$ cat config.mk
export PLATFORM = sky130hd
export DESIGN_NAME = hotkey_ctl
export DESIGN_NICKNAME = d
export VERILOG_FILES = /design/src/rtl/hotkey_ctl_pkg.sv /design/src/rtl/hotkey_ctl.sv
export SDC_FILE = /design/constraint.sdc
export NUM_CORES = 1
export LEC_CHECK = 0
export CAP_MARGIN = 20
export CORE_AREA = 2 2 71 73
export CTS_CLUSTER_DIAMETER = 80
export DETAILED_ROUTE_END_ITERATION = 16
export DIE_AREA = 0 0 73 75
export PLACE_DENSITY = 0.88
export RECOVER_POWER = 25
export SYNTH_ARGS = -nofsm -noshare
export SYNTH_HDL_FRONTEND = slang
export SYNTH_SLANG_ARGS = --single-unit
$ cat constraint.sdc
create_clock -name clk -period 4.56 [get_ports clk]
set_input_delay 0.912 -clock clk [delete_from_list [all_inputs] [get_ports clk]]
set_output_delay 0.912 -clock clk [all_outputs]
set_load 0.005 [all_outputs]
$ cat src/rtl/hotkey_ctl_pkg.sv
// Shared types for the joypad hotkey controller: event codes and the slice of
// system configuration the controller consumes.
package hotkey_ctl_pkg;

  // Width of the debounce scan counter (DEB_SCANS tops out at 15).
  localparam int unsigned DebW = 4;

  typedef enum logic [1:0] {
    EvtNone = 2'd0,
    EvtSave = 2'd1,
    EvtLoad = 2'd2,
    EvtMenu = 2'd3
  } HkEvt;

  typedef struct packed {
    logic [7:0] key_save;
    logic [7:0] key_load;
    logic [7:0] key_menu;
    logic       ct_sst_on;
  } SysCfg;

endpackage

$ cat src/rtl/hotkey_ctl.sv
// Hotkey controller: debounces joypad combos, raises an event to the MCU and
// waits for ack (or timeout), then waits for all keys released before rearming.
module hotkey_ctl
  import hotkey_ctl_pkg::*;
#(
  parameter int unsigned DEB_SCANS = 3,
  parameter int unsigned ACK_TMO   = 5000000
) (
  input  logic       clk,
  input  logic       rst,
  input  SysCfg      cfg,
  input  logic       joy_strobe,
  input  logic [7:0] joy_keys,
  input  logic       evt_ack,
  output logic       evt_req,
  output HkEvt       evt_code,
  output logic       evt_tmo,
  output logic       busy
);

  localparam int unsigned TmoW = (ACK_TMO > 1) ? $clog2(ACK_TMO) : 1;
  localparam logic [TmoW-1:0] TmoLast = TmoW'(ACK_TMO - 1);
  localparam logic [DebW-1:0] DebLast = DebW'(DEB_SCANS);

  typedef enum logic [1:0] {
    StIdle,
    StDebounce,
    StFire,
    StRelease
  } state_e;

  state_e          state_q;
  logic [DebW-1:0] deb_cnt_q;
  logic [TmoW-1:0] tmo_cnt_q;
  HkEvt            cand_q;
  logic            evt_req_q;
  HkEvt            evt_code_q;
  logic            evt_tmo_q;
  HkEvt            hit_code;

  // Decode which code the current joypad pattern selects; later ifs win, giving
  // menu > load > save.
  always_comb begin
    hit_code = EvtNone;
    if (cfg.ct_sst_on && (cfg.key_save != 8'h00) && (joy_keys == cfg.key_save)) begin
      hit_code = EvtSave;
    end
    if (cfg.ct_sst_on && (cfg.key_load != 8'h00) && (joy_keys == cfg.key_load)) begin
      hit_code = EvtLoad;
    end
    if ((cfg.key_menu != 8'h00) && (joy_keys == cfg.key_menu)) begin
      hit_code = EvtMenu;
    end
  end

  // Control FSM with registered event outputs.
  always_ff @(posedge clk or negedge rst) begin
    if (!rst) begin
      state_q    <= StIdle;
      deb_cnt_q  <= '0;
      tmo_cnt_q  <= '0;
      cand_q     <= EvtNone;
      evt_req_q  <= 1'b0;
      evt_code_q <= EvtNone;
      evt_tmo_q  <= 1'b0;
    end else begin
      unique case (state_q)
        StIdle: begin
          if (joy_strobe && (hit_code != EvtNone)) begin
            cand_q    <= hit_code;
            deb_cnt_q <= DebW'(1);
            if (DEB_SCANS == 1) begin
              state_q    <= StFire;
              evt_req_q  <= 1'b1;
              evt_code_q <= hit_code;
              evt_tmo_q  <= 1'b0;
              tmo_cnt_q  <= '0;
            end else begin
              state_q <= StDebounce;
            end
          end
        end
        StDebounce: begin
          if (joy_strobe) begin
            if (hit_code == cand_q) begin
              deb_cnt_q <= deb_cnt_q + DebW'(1);
              if ((deb_cnt_q + DebW'(1)) == DebLast) begin
                state_q    <= StFire;
                evt_req_q  <= 1'b1;
                evt_code_q <= cand_q;
                evt_tmo_q  <= 1'b0;
                tmo_cnt_q  <= '0;
              end
            end else begin
              // Any break in the streak abandons the candidate.
              state_q   <= StIdle;
              deb_cnt_q <= '0;
            end
          end
        end
        StFire: begin
          // Ack wins over a coincident timeout.
          if (evt_ack) begin
            evt_req_q <= 1'b0;
            state_q   <= StRelease;
          end else if (tmo_cnt_q == TmoLast) begin
            evt_req_q <= 1'b0;
            evt_tmo_q <= 1'b1;
            state_q   <= StRelease;
          end else if (tmo_cnt_q != '1) begin
            tmo_cnt_q <= tmo_cnt_q + TmoW'(1);
          end
        end
        StRelease: begin
          if (joy_strobe && (joy_keys == 8'h00)) begin
            state_q   <= StIdle;
            deb_cnt_q <= '0;
          end
        end
        default: state_q <= StIdle;
      endcase
    end
  end

  assign evt_req  = evt_req_q;
  assign evt_code = evt_code_q;
  assign evt_tmo  = evt_tmo_q;
  assign busy     = (state_q != StIdle);

endmodule
# ---- Word level (Yosys, flattened, before mapping)
# Cells that the tools add are included.
dict set report totals {
  reg_bits 35
  input_bits 37
  output_inout_bits 5
  elab_cells 88
}
dict set report classes {
  n_addsub 2
  n_eq_ne 21
  muxes 35
  n_reduce_logical 23
}
# op count
set op_table {}
lappend op_table {{23-bit 2-to-1 mux} 6}
lappend op_table {{23-bit one-hot mux with 2 select lines} 1}
lappend op_table {{8-bit equality test} 3}
lappend op_table {{8-bit nonzero test} 3}
lappend op_table {{23-bit by 1-bit adder with 23-bit output, second input constant} 1}
lappend op_table {{23-bit equality test, second input constant} 1}
lappend op_table {{23-bit != test, second input constant} 1}
lappend op_table {{2-bit 2-to-1 mux} 9}
lappend op_table {{2-bit != test, second input constant} 9}
lappend op_table {{4-bit 2-to-1 mux} 4}
lappend op_table {{4-bit one-hot mux with 3 select lines} 1}
lappend op_table {{1-bit 2-to-1 mux} 11}
lappend op_table {{5-bit AND reduction} 2}
lappend op_table {{8-bit zero test} 1}
lappend op_table {{2-bit one-hot mux with 4 select lines} 1}
lappend op_table {{4-bit AND reduction} 2}
lappend op_table {{1-bit logical AND} 7}
lappend op_table {{7-bit AND reduction} 1}
lappend op_table {{3-bit != test, second input constant} 2}
lappend op_table {{6-bit AND reduction} 1}
lappend op_table {{2-bit nonzero test} 3}
lappend op_table {{4-bit by 1-bit adder with 4-bit output, second input constant} 1}
lappend op_table {{2-bit equality test, second input constant} 2}
lappend op_table {{4-bit by 2-bit equality test with 1-bit output, second input constant} 1}
lappend op_table {{6 further kinds} 7}

# ---- Logic depth before layout (Yosys ltp)
# Gate-level depths: netlist (run 1).
dict set report logic_depth {
  depth_word 10
  mapped_depth 8
  ltp_nobuf 7
}

# ---- Least setup slack after synthesis (run 1)
# No wires, ideal clock.
dict set report synth_path {
  kind {input to register}
  start {input joy_keys[4]}
  end {register evt_code_q[0], in the netlist evt_code[0]}
  setup_ps 125
  t_arrival_ps 2573
  required_time_ps 4435
  path_slack_ps 1862
  stages 7
  path_buffers 1
  path_cell_list {buf_6 xor2_1 a311oi_1 nand3_1 and4_2 o31ai_4 mux2_2}
}
dict set report synth_via {
  elab_chain_len 7
  elab_cells_between_ends 11
  cone_classes {eq/ne (4); mux (3); reduce/logical (4)}
}
# element line
set synth_lines {}
lappend synth_lines {{from (decl)} hotkey_ctl.sv:13} ;# input logic [7:0] joy_keys,
lappend synth_lines {{8-bit equality test} hotkey_ctl.sv:45} ;# if (cfg.ct_sst_on && (cfg.key_save != 8'h00) && (joy_keys == cfg.key_save)) begin
lappend synth_lines {{1-bit logical AND} hotkey_ctl.sv:45}
lappend synth_lines {{1-bit 2-to-1 mux} hotkey_ctl.sv:45}
lappend synth_lines {{2-bit 2-to-1 mux} hotkey_ctl.sv:48} ;# if (cfg.ct_sst_on && (cfg.key_load != 8'h00) && (joy_keys == cfg.key_load)) begin
lappend synth_lines {{2-bit 2-to-1 mux (*)} hotkey_ctl.sv:51} ;# if ((cfg.key_menu != 8'h00) && (joy_keys == cfg.key_menu)) begin
lappend synth_lines {{2-bit equality test (*)} hotkey_ctl.sv:85} ;# if (hit_code == cand_q) begin
lappend synth_lines {{4-bit AND reduction (no source line) (*)} -}
lappend synth_lines {{to (signal assigned)} hotkey_ctl.sv:64} ;# evt_code_q <= EvtNone;
lappend synth_lines {{to (signal assigned)} hotkey_ctl.sv:75} ;# evt_code_q <= hit_code;
lappend synth_lines {{to (signal assigned)} hotkey_ctl.sv:90} ;# evt_code_q <= cand_q;
lappend synth_lines {{to (decl)} hotkey_ctl.sv:37} ;# HkEvt evt_code_q;
# Every way passes the cells marked *; elsewhere a longest branch is shown, timed or not.
# A chain may end at the register's enable or synchronous reset.

# ---- Worst setup path in the final report (run 1)
dict set report layout_path {
  start {input joy_keys[4]}
  end {register tmo_cnt_q[18]}
}
dict set report layout_via {
  elab_chain_len 8
  elab_cells_between_ends 12
  cone_classes {eq/ne (5); mux (3); reduce/logical (4)}
}
# element line
set layout_lines {}
lappend layout_lines {{8-bit equality test} hotkey_ctl.sv:45}
lappend layout_lines {{1-bit logical AND} hotkey_ctl.sv:45}
lappend layout_lines {{1-bit 2-to-1 mux} hotkey_ctl.sv:45}
lappend layout_lines {{2-bit 2-to-1 mux} hotkey_ctl.sv:48}
lappend layout_lines {{2-bit 2-to-1 mux (*)} hotkey_ctl.sv:51}
lappend layout_lines {{2-bit equality test (*)} hotkey_ctl.sv:85}
lappend layout_lines {{2-bit != test (no source line) (*)} -}
lappend layout_lines {{7-bit AND reduction (no source line) (*)} -}
lappend layout_lines {{to (signal assigned)} hotkey_ctl.sv:111} ;# tmo_cnt_q <= tmo_cnt_q + TmoW'(1);
lappend layout_lines {{to (decl)} hotkey_ctl.sv:34} ;# logic [TmoW-1:0] tmo_cnt_q;
# Marks and branches as above.

==> impl_results.md, run 1 <==
* Avg WL per Cell at 17.6 um
* Top cell type by total area after synthesis: dfrtp_1
* Largest net degree at the start of global routing at 36
* WP data arrival at between 3 and 4 ns
* Area growth, synth to finish at 21.2%
* CP Capture Type: flop
* Placed insts at a little under 400
* Most numerous cell in the Yosys netlist: dfrtp_1
* Inserted Clock Buffers at 5
* FFs w/ async S/R, synth at 100%
* Placed Area at 3070 um^2
* Global-route usage over all layers at 27.3%
* Syn_area_per_cell at 8.81 um^2
* HPWL after DPL at between 5000 and 6000 um
* Synth top area cells: dfrtp_1 33%, xor2_1 7.7%, a41oi_1 5.0%
* Pleak at roughly 1.3 nW
* Mapped Cells at ~300
* Vias in the first global route at roughly 2600
* Die footprint at ~5500 um^2
* Areal power density over the cells at ~360 nW/um^2
* Net count after synthesis at ~340
* Total gr overflow at 0
* GP Congestion at 0.937
* Rows at 25
* Total Nets Final at roughly 380
* Post-synth EDFFs at 0
* Worst Skew at just over 0.02 ns
* Post-synth top cells: 35 x dfrtp_1, 31 x nand2_1, 23 x xor2_1
* Final Hold Fails at 0
* Worst setup margin at between 1 and 1.5 ns
* MaxCap Viol Count at 1
* Failing checks: capacitance limit, slew limit
* Post-CTS Resized at 0
* ANT cells at 0
* Post-Layout Inst Area at 3180 um^2
* Worst-margin pin slew at 1.91 ns
* DP Worst Slack at between 0.8 and 0.9 ns
* RSZ-0062 raised after global routing: no
* Hold-fix buffers, CTS at 0
* Met1 usage at between 30% and 40%
* Max frequency at between 0.2 and 0.3 GHz
* Post-layout min period at roughly 3.5 ns
* Post-route insts no fill at 394
* Antenna-violating nets left at 0
* Grt met2 use at between 40% and 50%
* Worst Setup Path Type: primary input to flop
* Critical Path Fanout Max at 23
* Design Power at ~1.1 mW
* Yosys reg bits at 35
* Cell variety after synth at 56
* Normalized max-slew margin at -27.7%
* Met3 Use GR at around 4.4%
* Critical Path RT at between 4 and 5 ns
* Seq/Total Area, Yosys at between 30% and 40%
* Slowest stage delay, CP at 0.62 ns
* Dominant synthesized flop cell: dfrtp_1
* Core area at 4660 um^2
* Clock root buffer: clkbuf_8
* Peak supply drop at between 0.2 and 0.3 mV
* Fillers at around 360
* HP Class: flop to flop
* Avg Vias per Cell at 6.84
* Pins Over Slew Limit at 36
* Clock Tree Buf Depth at 2
* Antenna violations before repair at 0
* H-Tree Depth at 2
* Synth top area share at between 30 and 40%
* Drt pass-1 iters at 5
* Worst path slowest cell: clkdlybuf4s50_1
* Die width at 73 um
* DRC Markers at 0
* Fin crit share at 75.7%
* Worst hold margin at between 0.4 and 0.5 ns
* Busiest metal layer after global routing: met2
* CTS tree: yes
* First-pass GRT wire length at roughly 12000 um
* Syn Std Cell Area at around 2600 um^2
* # clock sinks at 35
* Setup repair bufs after CTS at 0
* Multi-input gate area at about 1700 um^2
* Final design utilization at approximately 70%
* Status: complete, but fails checks
* Die height at 75 um
* Wirelength, routed at 6950 um
* Worst-path cell chain: clkdlybuf4s50_1 -> inv_1 -> a2111oi_4 -> o211ai_2 -> mux2_2 -> nand4_2 -> a41oi_1
* Initial DRC count at around 400
* # IOs at 42
* Vias at about 2700
* Endpoints failing setup at 0
* Port Buffers at between 40 and 50
* Clock-pin slew on the worst setup and hold paths at approximately 0.07 ns
* Synth Warn # at 0
* Seq. cell area at 876 um^2
* Layout cell share with drive strength beyond 1 at 7.65%
* Initial Util at a little under three fifths
* Clk_lat worst skew at roughly 0.29 ns
* CP Launch Type: primary input
* Setup TNS at 0 ns
## power breakdown
part           internal [mW]  switching [mW]
clock                  0.163           0.118
sequential             0.353          0.0544
combinational          0.175           0.267
total                  0.691           0.439
## cells by family after synthesis
family | synth area share, %
AO/OA/AOI/OAI | 25.3
XOR/XNOR | 8.01
buffers and inverters | 3.91
flip-flops | 33.4
AND/OR/NAND/NOR | 26.4
multiplexers | 1.67
adder cells (fa/ha/maj) | 1.43
## registers in the layout, indices dropped and copies added, names as in the netlist, named ones only
signal     count
state_q        1
evt_code       2
cand_q         2
evt_req        1
evt_tmo        1
deb_cnt_q      4
tmo_cnt_q     23
## critical path, delay by kind of cell
| kind | cells | cell delay (ns) |
|---|---|---|
| buf+inv | 2 | 0.75 |
| simple gates | 1 | 0.53 |
| mux | 1 | 0.33 |
| compound gates | 3 | 1.10 |
## cell type report
class                           count  share of cell area (%)
Clock inverter                      3                    1.38
Multi-Input combinational cell    241                    51.9
Clock buffer                        5                    2.16
Tap cell                           54                    2.12
Sequential cell                    35                    27.5
Inverter                           12                    1.42
Timing Repair Buffer               44                    13.5
## layout by cell type (no fill, tap or decap), types with 12 or more instances in the layout
cell type         n
clkdlybuf4s50_1  40
nor4_1           12
a21oi_1          13
nor2_1           16
a41oi_1          15
xor2_1           23
inv_1            12
dfrtp_1          35
nor3_1           12
nand3_1          12
a31oi_1          18
nand2_1          31
## path summary, 6_finish.rpt
path                         startpoint       endpoint  slack (ns)  cells past startpoint
setup reg to reg           tmo_cnt_q[0]  tmo_cnt_q[19]        1.87                      7
min in group asynchronous           rst  tmo_cnt_q[16]        1.69                      2
max in group asynchronous           rst  tmo_cnt_q[19]        1.76                      2
setup / recovery            joy_keys[4]  tmo_cnt_q[18]        1.11                      7
hold / removal                  evt_tmo        evt_tmo        0.50                      1
hold reg to reg                 evt_tmo        evt_tmo        0.50                      1
## layer usage
layer	wire length (um)	vias up
li1	-	1242
met1	2890	1280
met2	3470	153
met3	441	20
met4	143	0
met5	0	-
Power figures use the tool's default switching activity.
==> inputs of run 2 (changes only) <==
--- a/config.mk
+++ b/config.mk
@@ -6,11 +6,11 @@
 export NUM_CORES = 1
 export LEC_CHECK = 0
 export CAP_MARGIN = 20
-export CORE_AREA = 2 2 71 73
+export CORE_AREA = 2 2 77 79
 export CTS_CLUSTER_DIAMETER = 80
 export DETAILED_ROUTE_END_ITERATION = 16
-export DIE_AREA = 0 0 73 75
-export PLACE_DENSITY = 0.88
+export DIE_AREA = 0 0 79 81
+export PLACE_DENSITY = 0.8
 export RECOVER_POWER = 25
 export SYNTH_ARGS = -nofsm -noshare
 export SYNTH_HDL_FRONTEND = slang
==> constraint.sdc (replaced) <==
create_clock -name clk -period 3.1 [get_ports clk]
set_input_delay 0.62 -clock clk [delete_from_list [all_inputs] [get_ports clk]]
set_output_delay 0.62 -clock clk [all_outputs]
set_load 0.005 [all_outputs]
==> impl_results.md, run 2 (synthesis results as in run 1) <==
* Setup TNS at 0 ns (unchanged)
* Vias in the first global route at 2575 (+0.90%)
* Initial DRC count at 210 (-47%)
* Worst reg2reg setup slack at 0.45 ns (-1.42 ns)
* Post-route insts no fill at 420 (+6.6%)
* Worst-margin pin slew at 1.93 ns (+0.0137 ns)
* CP Launch Type: primary input
* Max reg flops at 23 (unchanged)
* Placed insts at 412 (+6.7%)
* # IOs at 42 (unchanged)
* Die footprint at 6400 um^2 (+17%)
* Fin crit share at about nine tenths
* Wirelength, routed at 6790 um (-2.4%)
* # clock sinks at 35 (unchanged)
* Port Buffers at 41 (unchanged)
* Largest net degree at the start of global routing at 36 (unchanged)
* Largest registers: tmo_cnt_q: 23 flops, deb_cnt_q: 4 flops
* Post-layout min period at around 2.8 ns
* HPWL after DPL at 5170 um (+2.4%)
* Antenna violations before repair at 0 (unchanged)
* Peak supply drop at 0.247 mV (-13%)
* Hold-fix buffers, CTS at 0 (unchanged)
* Critical Path Fanout Max at 10 (-57%)
* Setup repair bufs after CTS at 0 (unchanged)
* Post-CTS Resized at 0 (unchanged)
* H-Tree Depth at 2 (unchanged)
* HP Class: flop to flop
* First-pass GRT wire length at 11600 um (-2.7%)
* Total gr overflow at 0 (unchanged)
* RSZ-0062 raised after global routing: no
* Antenna-violating nets left at 0 (unchanged)
* Areal power density over the cells at 499 nW/um^2 (+41%)
* Status: complete, but fails checks
* Biggest register: tmo_cnt_q
* Pleak at 1.29 nW (+1.9%)
* WP data arrival at 2.94 ns (-0.70 ns)
* Worst Skew at 0.00526 ns (-0.0149 ns)
* Commonest non-fill, non-tap cell in the layout: clkdlybuf4s50_1
* Reg-to-reg critical path endpoint: tmo_cnt_q[8]
* Normalized max-slew margin at -28.6% (-0.91 points)
* Avg WL per Cell at 16.2 um (-8.4%)
* Clock root buffer: clkbuf_8
* Worst Setup Path Type: primary input to flop
* Multi-input gate area at 1650 um^2 (unchanged)
* MaxCap Viol Count at 1 (unchanged)
* Total Nets Final at 384 (+1.3%)
* Worst setup endpoint: evt_code[1]
* DRC Markers at 0 (unchanged)
* Pins Over Slew Limit at 36 (unchanged)
* Clock Tree Buf Depth at 2 (unchanged)
* CTS tree: yes
* Avg Vias per Cell at 6.24 (-8.8%)
* Max frequency at between 0.3 and 0.4 GHz
* Final Hold Fails at 0 (unchanged)
* Vias at 2621 (-2.7%)
* Worst hold margin at 0.526 ns (+0.0258 ns)
* Rows at 28 (+12%)
* Design Power at 1.62 mW (+44%)
* CP Capture Type: flop
* Failing checks: capacitance limit, slew limit
* ANT cells at 0 (unchanged)
* Most frequent cells in the layout: 40 x clkdlybuf4s50_1, 35 x dfrtp_1, 31 x nand2_1, 23 x xor2_1, 18 x a31oi_1
* Worst-case reg-to-reg path depth at 7 (unchanged)
* GP Congestion at 0.902 (-3.7%)
* Initial Util at 46.3% (-10 points)
* Inserted Clock Buffers at 5 (unchanged)
* Hold_sp: state_q[0]
* Drt pass-1 iters at 4 (-1)
* Die height at 81 um (+8.0%)
* Hold Crit Depth at 1 (unchanged)
* Fillers at 518 (+43%)
* Clock-pin slew on the worst setup and hold paths at 0.07 ns (about the same)
* Clk_lat worst skew at 0.29 ns (about the same)
* CP startpoint: joy_keys[2]
* Global-route usage over all layers at 22.5% (-4.8 points)
* Final design utilization at 57.3% (-11 points)
* Endpoints failing setup at 0 (unchanged)
* Core area at 5680 um^2 (+22%)
* Area growth, synth to finish at 23.8%
* Die width at 79 um (+8.2%)
* Critical Path RT at 3.27 ns (-1.47 ns)
* Seq. cell area at 876 um^2 (unchanged)
* Worst r2r src: tmo_cnt_q[0]
* Layout cell share with drive strength beyond 1 at 8.70% (+1.0 points)
-- run 2: cell types whose count changed in the layout (fill, tap and decap cells not counted) --
cell       change
clkinv_2       -1
bufinv_16      -1
buf_6          +1
buf_12         +1
buf_4          +3
clkinv_4       -1
clkbuf_1       +1
clkbuf_8       +2
-- run 2: critical path: stages --
cell and delay (ns):
clkdlybuf4s50_1 0.55, xor2_1 0.20, nor4_1 0.38, o211ai_2 0.28, and4_2 0.29, o31ai_4 0.26
mux2_2 0.37
-- run 2: cell type report --
cell class | count | share of cell area (%)
multi-input combinational | 241 | 50.8
sequential | 35 | 27.0
timing repair buffer | 49 | 14.9
clock buffer | 8 | 3.08
tap | 75 | 2.89
inverter | 12 | 1.39
-- run 2: how the worst min path moves through the flow --
stage / end / slack, ns
after floorplan: async pin / 0.32
after global placement: evt_tmo / 0.48
after detailed placement: evt_req / 0.52
after CTS: deb_cnt_q[0] / 0.53
after global routing: evt_tmo / 0.54
final: deb_cnt_q[0] / 0.53
-- run 2: where the power goes --
group          internal (mW)  switching [mW]  total (mW)
logic                  0.270           0.380       0.650
clock network          0.203           0.166       0.368
registers              0.520          0.0834       0.603
-- run 2: per-layer routing --
| metal | global-route usage [%] | part of all wire (%) |
|---|---|---|
| met1 | 25.5 | 41 |
| met3 | 4.22 | 4.7 |
| met5 | 0 | 0 |
| met2 | 41.9 | 53 |
| met4 | 8.28 | 1.8 |
-- run 2: metrics by stage --
step	cell area, um^2	setup WS, ns
final	3250	0.329
after global placement	3140	0.0748
after global routing	3250	0.139
after floorplan	2630	0.694
after detailed placement	3150	0.0300
after CTS	3250	0.336
==> inputs of run 3 (changes only) <==
--- a/config.mk
+++ b/config.mk
@@ -6,11 +6,11 @@
 export NUM_CORES = 1
 export LEC_CHECK = 0
 export CAP_MARGIN = 20
-export CORE_AREA = 2 2 77 79
+export CORE_AREA = 2 2 85 87
 export CTS_CLUSTER_DIAMETER = 80
 export DETAILED_ROUTE_END_ITERATION = 16
-export DIE_AREA = 0 0 79 81
-export PLACE_DENSITY = 0.8
+export DIE_AREA = 0 0 87 89
+export PLACE_DENSITY = 0.68
 export RECOVER_POWER = 25
 export SYNTH_ARGS = -nofsm -noshare
 export SYNTH_HDL_FRONTEND = slang
==> impl_results.md, run 3 (synthesis results as in run 1) <==
* Final Hold Fails at 0 (unchanged)
* Pins Over Slew Limit at 36 (unchanged)
* Die footprint at 7740 um^2 (+21%)
* # clock sinks at 35 (unchanged)
* Post-layout min period at 2.75 ns (-0.0224 ns)
* ANT cells at 0 (unchanged)
* Reg-to-reg critical path endpoint: tmo_cnt_q[12]
* CP Capture Type: flop
* Antenna-violating nets left at 0 (unchanged)
* Max reg flops at 23 (unchanged)
* Worst Skew at 0.0102 ns (+0.00490 ns)
* Fillers at 643 (+24%)
* Worst Setup Path Type: primary input to flop
* Core area at 6720 um^2 (+18%)
* Vias at 2585 (-1.4%)
* Clk_lat worst skew at 0.30 ns (about the same)
* Avg Vias per Cell at 6.05 (-3.0%)
* Largest registers: tmo_cnt_q: 23 flops, deb_cnt_q: 4 flops
* Die height at 89 um (+9.9%)
* Worst-case reg-to-reg path depth at 8 (+1)
* CP Launch Type: primary input
* Area growth, synth to finish at 24.0%
* RSZ-0062 raised after global routing: no
* Layout cell share with drive strength beyond 1 at 9.51% (+0.81 points)
* Clock-pin slew on the worst setup and hold paths at 0.07 ns (about the same)
* DRC Markers at 0 (unchanged)
* # IOs at 42 (unchanged)
* Worst setup endpoint: evt_code[1]
* CTS tree: yes
* Inserted Clock Buffers at 5 (unchanged)
* Worst r2r src: tmo_cnt_q[0]
* Critical Path Fanout Max at 4 (-6)
* Critical Path RT at 3.28 ns (about the same)
* CP startpoint: joy_keys[2]
* Failing checks: capacitance limit, slew limit
* First-pass GRT wire length at 11700 um (+1.3%)
* Setup TNS at 0 ns (unchanged)
* Max frequency at 0.364 GHz (+0.82%)
* Placed insts at 419 (+1.7%)
* DP Worst Slack at 0.0515 ns (+0.0215 ns)
* Design Power at 1.58 mW (-2.7%)
* Normalized max-slew margin at -31.2% (-2.7 points)
* Drt pass-1 iters at 4 (unchanged)
* Initial Util at 39.1% (-7.2 points)
* Commonest non-fill, non-tap cell in the layout: clkdlybuf4s50_1
* Avg WL per Cell at 15.9 um (-1.4%)
* Total gr overflow at 0 (unchanged)
* Clock Tree Buf Depth at 2 (unchanged)
* Hold-fix buffers, CTS at 0 (unchanged)
* Global-route usage over all layers at 18.9% (-3.6 points)
* Areal power density over the cells at 485 nW/um^2 (-2.9%)
* Vias in the first global route at 2549 (-1.0%)
* Antenna violations before repair at 0 (unchanged)
* H-Tree Depth at 2 (unchanged)
* HPWL after DPL at 5110 um (-1.2%)
* Port Buffers at 41 (unchanged)
* Fin crit share at 88.7% (-0.72 points)
* Rows at 30 (+7.1%)
* Initial DRC count at 93 (-56%)
* Final design utilization at 48.4% (-8.8 points)
* Clock root buffer: clkbuf_8
* Worst-margin pin slew at 1.97 ns (+0.0400 ns)
* Most frequent cells in the layout: 40 x clkdlybuf4s50_1, 35 x dfrtp_1, 31 x nand2_1, 23 x xor2_1, 18 x a31oi_1
* Worst reg2reg setup slack at 0.43 ns (-0.02 ns)
* HP Class: flop to flop
* Setup repair bufs after CTS at 0 (unchanged)
* GP Congestion at 0.869 (-3.7%)
* Worst setup margin at 0.352 ns (+0.0224 ns)
* Pleak at 1.29 nW (+0.50%)
* Status: complete, but fails checks
* Endpoints failing setup at 0 (unchanged)
* Die width at 87 um (+10%)
* Post-CTS Resized at 0 (unchanged)
* Peak supply drop at 0.199 mV (-20%)
* Total Nets Final at 386 (+0.52%)
* Wirelength, routed at 6810 um (+0.28%)
* Post-route insts no fill at 427 (+1.7%)
* Biggest register: tmo_cnt_q
* WP data arrival at 2.93 ns (about the same)
* Largest net degree at the start of global routing at 36 (unchanged)
* MaxCap Viol Count at 1 (unchanged)
run 3: cell type report:
type,count,area [um^2],share of cell area [%]
sequential,35,876,26.9
multi-input combinational,241,1650,50.7
timing repair buffer,51,498,15.3
inverter,12,45.0,1.38
clock inverter,3,15.0,0.461
tap,80,100,3.08
clock buffer,5,68.8,2.11
run 3: worst min path at each step:
stage	start	end	slack, ns	cells after the start
floorplan	rst	async pin	0.32	0
global placement	evt_tmo	evt_tmo	0.48	1
detailed placement	evt_tmo	evt_tmo	0.49	1
CTS	evt_tmo	evt_tmo	0.51	1
global route	evt_tmo	evt_tmo	0.54	1
finish	evt_tmo	evt_tmo	0.50	1
run 3: power by group:
| group | switching (mW) | internal [mW] |
|---|---|---|
| clock network | 0.170 | 0.154 |
| registers | 0.0813 | 0.520 |
| logic | 0.383 | 0.270 |
| total | 0.634 | 0.944 |
run 3: routing by layer:
layer | up-vias | share of wire, % | global-route usage (%) | routed length [um]
met5 | - | 0 | 0 | 0
met1 | 1239 | 43 | 22.1 | 2920
met2 | 74 | 52 | 34.3 | 3530
met3 | 5 | 4.5 | 3.79 | 307
li1 | 1267 | - | - | -
met4 | 0 | 0.76 | 6.82 | 52
run 3: critical path: stages:
cell	delay (ns)
clkdlybuf4s50_1	0.62
nor2_1	0.11
a311oi_1	0.42
nand3_1	0.21
and4_2	0.32
o31ai_4	0.27
mux2_2	0.36
run 3: per-stage QoR:
stage / hold WS, ns / cell area, um^2
finish: 0.503 / 3250
global route: 0.545 / 3250
CTS: 0.510 / 3260
detailed placement: 0.495 / 3170
global placement: 0.478 / 3160
floorplan: 0.324 / 2630
